--- config.mk ---
export PLATFORM = sky130hd
export DESIGN_NAME = ab_input_conditioner
export DESIGN_NICKNAME = d
export VERILOG_FILES = /design/src/rtl/ab_input_conditioner.sv
export SDC_FILE = /design/constraint.sdc
export NUM_CORES = 1
export LEC_CHECK = 0
export CORE_AREA = 5 5 42 44
export CTS_BUF_LIST = sky130_fd_sc_hd__clkbuf_16
export DETAILED_ROUTE_END_ITERATION = 12
export DIE_AREA = 0 0 47 49
export PLACE_DENSITY = 0.68
export SETUP_SLACK_MARGIN = 0.2
export SLEW_MARGIN = 20
export SYNTH_ARGS = -nofsm -noshare
export SYNTH_HDL_FRONTEND = slang
export SYNTH_HIERARCHICAL = 1
export SYNTH_SLANG_ARGS = --single-unit
--- constraint.sdc ---
create_clock -name clk -period 3.7 [get_ports clk]
set_input_delay 0.925 -clock clk [delete_from_list [all_inputs] [get_ports clk]]
set_output_delay 0.925 -clock clk [all_outputs]
set_load 0.1 [all_outputs]
--- src/rtl/ab_input_conditioner.sv ---
// ab_input_conditioner: two independent raw-level channels, each passed through
// a two-flop synchronizer and a consecutive-edge stability filter, producing a
// clean level plus one-cycle rise/fall strobes and a shared any-change strobe.

module ab_input_conditioner_chan #(
  parameter int unsigned STABLE_CYCLES = 4
) (
  input  logic clk,
  input  logic reset,
  input  logic raw_in,
  output logic lvl_out,
  output logic rise_out,
  output logic fall_out,
  output logic flip_next
);

  localparam int unsigned CNT_W = $clog2(STABLE_CYCLES + 1);
  localparam logic [CNT_W-1:0] CNT_LAST = CNT_W'(STABLE_CYCLES - 1);

  logic             sync1;
  logic             sync2;
  logic [CNT_W-1:0] cnt;
  logic             lvl;
  logic             rise;
  logic             fall;
  logic             mismatch;
  logic             stable;

  // Qualify the synchronized level against the current output level.
  always_comb begin
    mismatch  = (sync2 != lvl);
    stable    = (cnt == CNT_LAST);
    flip_next = !reset && mismatch && stable;
  end

  // Synchronizer, stability counter, level and strobe registers.
  always_ff @(posedge clk) begin
    if (reset) begin
      sync1 <= 1'b0;
      sync2 <= 1'b0;
      cnt   <= '0;
      lvl   <= 1'b0;
      rise  <= 1'b0;
      fall  <= 1'b0;
    end else begin
      sync1 <= raw_in;
      sync2 <= sync1;
      rise  <= 1'b0;
      fall  <= 1'b0;
      if (!mismatch) begin
        cnt <= '0;
      end else if (stable) begin
        lvl  <= sync2;
        cnt  <= '0;
        rise <= sync2;
        fall <= !sync2;
      end else begin
        cnt <= cnt + CNT_W'(1);
      end
    end
  end

  assign lvl_out  = lvl;
  assign rise_out = rise;
  assign fall_out = fall;

endmodule

module ab_input_conditioner #(
  parameter int unsigned STABLE_CYCLES = 4
) (
  input  logic clk,
  input  logic reset,
  input  logic a_raw_in,
  input  logic b_raw_in,
  output logic a_out,
  output logic b_out,
  output logic a_rise_out,
  output logic a_fall_out,
  output logic b_rise_out,
  output logic b_fall_out,
  output logic any_change_out
);

  localparam int unsigned CNT_W = $clog2(STABLE_CYCLES + 1);

  generate
    if (STABLE_CYCLES < 1 || STABLE_CYCLES > 255) begin : g_bad_stable_cycles
      $error("ab_input_conditioner: STABLE_CYCLES must be in 1..255");
    end
  endgenerate

  logic a_flip_next;
  logic b_flip_next;
  logic any_change;

  ab_input_conditioner_chan #(
    .STABLE_CYCLES(STABLE_CYCLES)
  ) u_a (
    .clk       (clk),
    .reset     (reset),
    .raw_in    (a_raw_in),
    .lvl_out   (a_out),
    .rise_out  (a_rise_out),
    .fall_out  (a_fall_out),
    .flip_next (a_flip_next)
  );

  ab_input_conditioner_chan #(
    .STABLE_CYCLES(STABLE_CYCLES)
  ) u_b (
    .clk       (clk),
    .reset     (reset),
    .raw_in    (b_raw_in),
    .lvl_out   (b_out),
    .rise_out  (b_rise_out),
    .fall_out  (b_fall_out),
    .flip_next (b_flip_next)
  );

  // Combined strobe, registered on the same edge the channel strobes are set.
  always_ff @(posedge clk) begin
    if (reset) begin
      any_change <= 1'b0;
    end else begin
      any_change <= a_flip_next | b_flip_next;
    end
  end

  assign any_change_out = any_change;

  // Keeps the documented counter-width parameter visible at the top level.
  logic [CNT_W-1:0] cnt_w_unused;
  assign cnt_w_unused = '0;

endmodule

* Yosys cells after proc, flatten, opt, wreduce, memory -nomap -nowiden
Index checks and enable logic that the tools add are counted.
** Word-level totals
- Logic and storage cells :: 37
- Bits of input ports :: 4
- Output and inout port bits :: 7
- Flip-flop bits (word level) :: 17
** Operators by class
- Bitwise gates (word level) :: 5
- $add $sub $neg :: 2
- Reductions and logical operators :: 13
- Eq/ne operators :: 4
** Operators with widths (count)
- $reduce_or 3->1 :: 4
- $add 3x1->3 const B :: 2
- $eq 3x2->1 const B :: 2
- $logic_and 1x1->1 :: 4
- $not 1->1 :: 4
- $reduce_and 2->1 :: 2
- $logic_not 1->1 :: 3
- $ne 1x1->1 :: 2
- $or 1x1->1 :: 1

* Depth between registers and ports, before layout
- Depth after elaboration :: 4
- Depth in mapped cells :: 5

* Modules after synthesis
Netlist, hierarchy kept.
** By module, submodules not included
- ab_input_conditioner_chan :: area an instance 276.5 um^2, sequential area each 160.2 um^2, cells each 23, times used 2
- ab_input_conditioner :: area an instance 30.0 um^2, sequential area each 20.0 um^2, cells each 2, times used 1

* Worst setup path before layout
No wires, ideal clock.
- Kind :: register -> output
- From :: reg u_a.lvl (netlist: u_a/lvl_out)
- To :: out a_out
- Stages on the path, launching flop included :: 1
- Slack :: 1795 ps
- Path buffers :: 0
- Arrival time :: 980 ps
- Data required time :: 2775 ps
- Path through :: dfxtp_1
** RTL lines
- from (decl) :: RTL line 23 : logic lvl;
- from (signal assigned) :: RTL line 53 : lvl <= sync2;
- to (decl) :: RTL line 76 : output logic a_out,
No word-level cell between the ends.

* Worst setup path after layout
- From :: reg u_b.lvl (netlist: u_b/lvl_out)
- To :: out b_out
** RTL lines
- from (decl) :: RTL line 23
- from (signal assigned) :: RTL line 53
- to (decl) :: RTL line 77 : output logic b_out,
No word-level cell between the ends.

==> flow_summary.yaml <==
run_status:
  status: "complete, no violations"
setup_path:
  arrival_ns: 1.80
  start_kind: "register"
  critPathBufInv: 1
  critPathRequiredTime_ns: 2.77
  critPathTopFamily: "buffers and inverters"
  worst-setup-path-type: "reg -> out"
  path_max_fanout: 5
  cp_slowest_cell: "clkdlybuf4s50_1"
  cpPeakStageDelay_ns: 1.16
  crit_chain: "clkdlybuf4s50_1"
  cp-end-kind: "primary output"
sta:
  fin_setup_tns_ns: 0
  clock_skew_ns: 0.00348
  finalHoldWorstSlack_ns: 0.436
  drv_slew: 0
  hold_viol: 0
  setup_viol: 0
  fin_crit_ns: 2.73
  rsz0062_at_grt: "false"
  tightest_slew_ns: 0.969
  setup_ws_ns: 0.975
  period_share_pct: 73.7
  slew_headroom_pct: 35.2
  max_freq_mhz: 367
floorplan:
  die_h_um: 49
  fp.coreArea_um2: 1400
  io_pins: 11
  dieWidth_um: 47
  core.rowCount: 14
  start_util_pct: 41.6
  dieArea_um2: 2300
detailed_routing:
  drc: 0
  drt_first_pass_iters: 4
  drt_first_iter_violations: 4
  ant_nets: 0
  wl_per_cell_um: 11.3
  viasPerCell: 4.69
  drt_wl_total_um: 883
  vias: 366
layout:
  fin_nets: 71
  area_growth_pct: 34.1
  drive_above_1_share_pct: 8.06
  num_antenna_cells: 0
yosys:
  synth_edf_count: 0
  syn_area_um2: 583
  syn_avg_cell_area_um2: 12.1
  ys_seq_area_share_pct: 58.4
  syn_nets: 56
  async_flop_share_pct: 0
  post_synth_num_cell_types: 12
  synth_most_common_cell: "dfxtp_1"
  ys.flop_type: "dfxtp_1"
  synth.area.top_cells: "dfxtp_1, ha_1, nor3b_1, nor4b_2, nor2b_1"
  yosys.area.top_type: "dfxtp_1"
  synth_top_area_share_pct: 58.4
  yosys_warnings: 6
  synth_seq_cells: 17
  syn_inst: 48
clock_network:
  cts_setup_buffers: 0
  cts.sinks: 17
  cts_made_buffers: 3
  cts_htree_levels: 1
  root_buffer: "clkbuf_16"
  insertion_delay_ns: 0.24
  clk_pin_slew_worst_paths_ns: 0.05
  cts_max_path_buffers: 2
  ctsResizeCount: 0
  tritoncts: "done"
  ctsHoldBuffers: 0
power_and_ir_drop:
  powerDensity_nw_per_um2: 516
  seq_power_share_pct: 46.5
  swShare_pct: 17.0
  intPower_uw: 335
  clkPwrFrac_pct: 51.1
  ir_drop_mv: 0.288
  combPwrFrac_pct: 2.4
  power.net_switching_uw: 68.8
  p_leak_uw: 0.000290
global_route:
  grt_pass1_wl_um: 1500
  track_usage_pct: 8.87
  grt_start_max_net_pins: 16
  grt_pass1_vias: 352
  antenna_found_initial: 0
  overflow: 0
worst_hold_path:
  hp-class: "reg -> reg"
flow_run:
  cap_violations: 0
place:
  place_congestion: 0.662
  portBuffers: 10
  hpwl_um: 616
  pre_cts_ws_ns: 1.24
-- cell families (layout without fill, tap and decap cells) --
family                   Yosys count  count (layout)  share of synthesized area (%)
AND/OR/NAND/NOR                   20              20                           23.6
AO/OA/AOI/OAI                      1               1                           1.72
XOR/XNOR                           2               2                           3.00
adder cells (fa/ha/maj)            4               4                           8.58
flip-flops                        17              17                           58.4
buffers and inverters              2              16                           1.29
multiplexers                       2               2                           3.43
-- power groups by stage --
stage	clock network [µW]	logic (µW)	registers [µW]
after floorplan	0	4.19	191
after global placement	0	9.73	191
after detailed placement	0	10.0	191
after CTS	211	10.0	188
after global routing	220	10.8	188
final	206	9.82	188
-- per-stage QoR --
step	instances	total power (µW)	util, %	area, µm²
floorplan	48	195	-	583
finish	78	404	55.8	782
CTS	78	409	55.8	782
global route	78	419	55.8	782
detailed placement	74	201	50.2	703
global placement	74	201	50.2	703
-- layout by cell type (no fill, tap or decap) --
master	synthesis	routed
mux2i_1	2	2
nor3b_1	4	4
dfxtp_1	17	17
nor4b_2	2	2
nand2b_1	2	2
xnor2_1	2	2
nor2b_1	4	4
o21ba_1	1	1
ha_1	4	4
nor4_1	4	4
nor2_1	4	4
clkbuf_16	0	3
inv_1	2	3
clkdlybuf4s50_1	0	10
-- area by class of cell --
type	instances	area, µm²
Clock buffer	3	75.1
Inverter	2	7.51
Multi-Input combinational cell	29	235
Sequential cell	17	340
Tap cell	16	20.0
Fill cell	131	619
Clock inverter	1	3.75
Timing Repair Buffer	10	100
-- metal layers --
metal	global-route usage, %	up-vias	share of wire [%]
met2	12.0	6	46
met4	4.15	0	0
met3	3.32	0	4.1
li1	-	195	-
met1	12.1	165	50
met5	0	-	0
-- path summary, 6_finish.rpt --
| path | start | to | slack, ns | cells after the start |
|---|---|---|---|---|
| hold reg to reg | u_b/sync1 | u_b/sync2 | 0.44 | 1 |
| hold / removal | u_b/sync1 | u_b/sync2 | 0.44 | 1 |
| setup reg to reg | u_b/cnt[0] | any_change_out | 2.43 | 5 |
| setup / recovery | u_b/lvl_out | b_out | 0.97 | 1 |
-- flip-flops by register name, indices dropped and copies added, names as in the netlist --
signal          flops
u_a/cnt             3
u_b/cnt             3
any_change_out      1
u_a/fall_out        1
u_a/lvl_out         1
u_a/rise_out        1
u_a/sync1           1
u_a/sync2           1
u_b/fall_out        1
u_b/lvl_out         1
u_b/rise_out        1
u_b/sync1           1
u_b/sync2           1
Power figures use the tool's default switching activity.
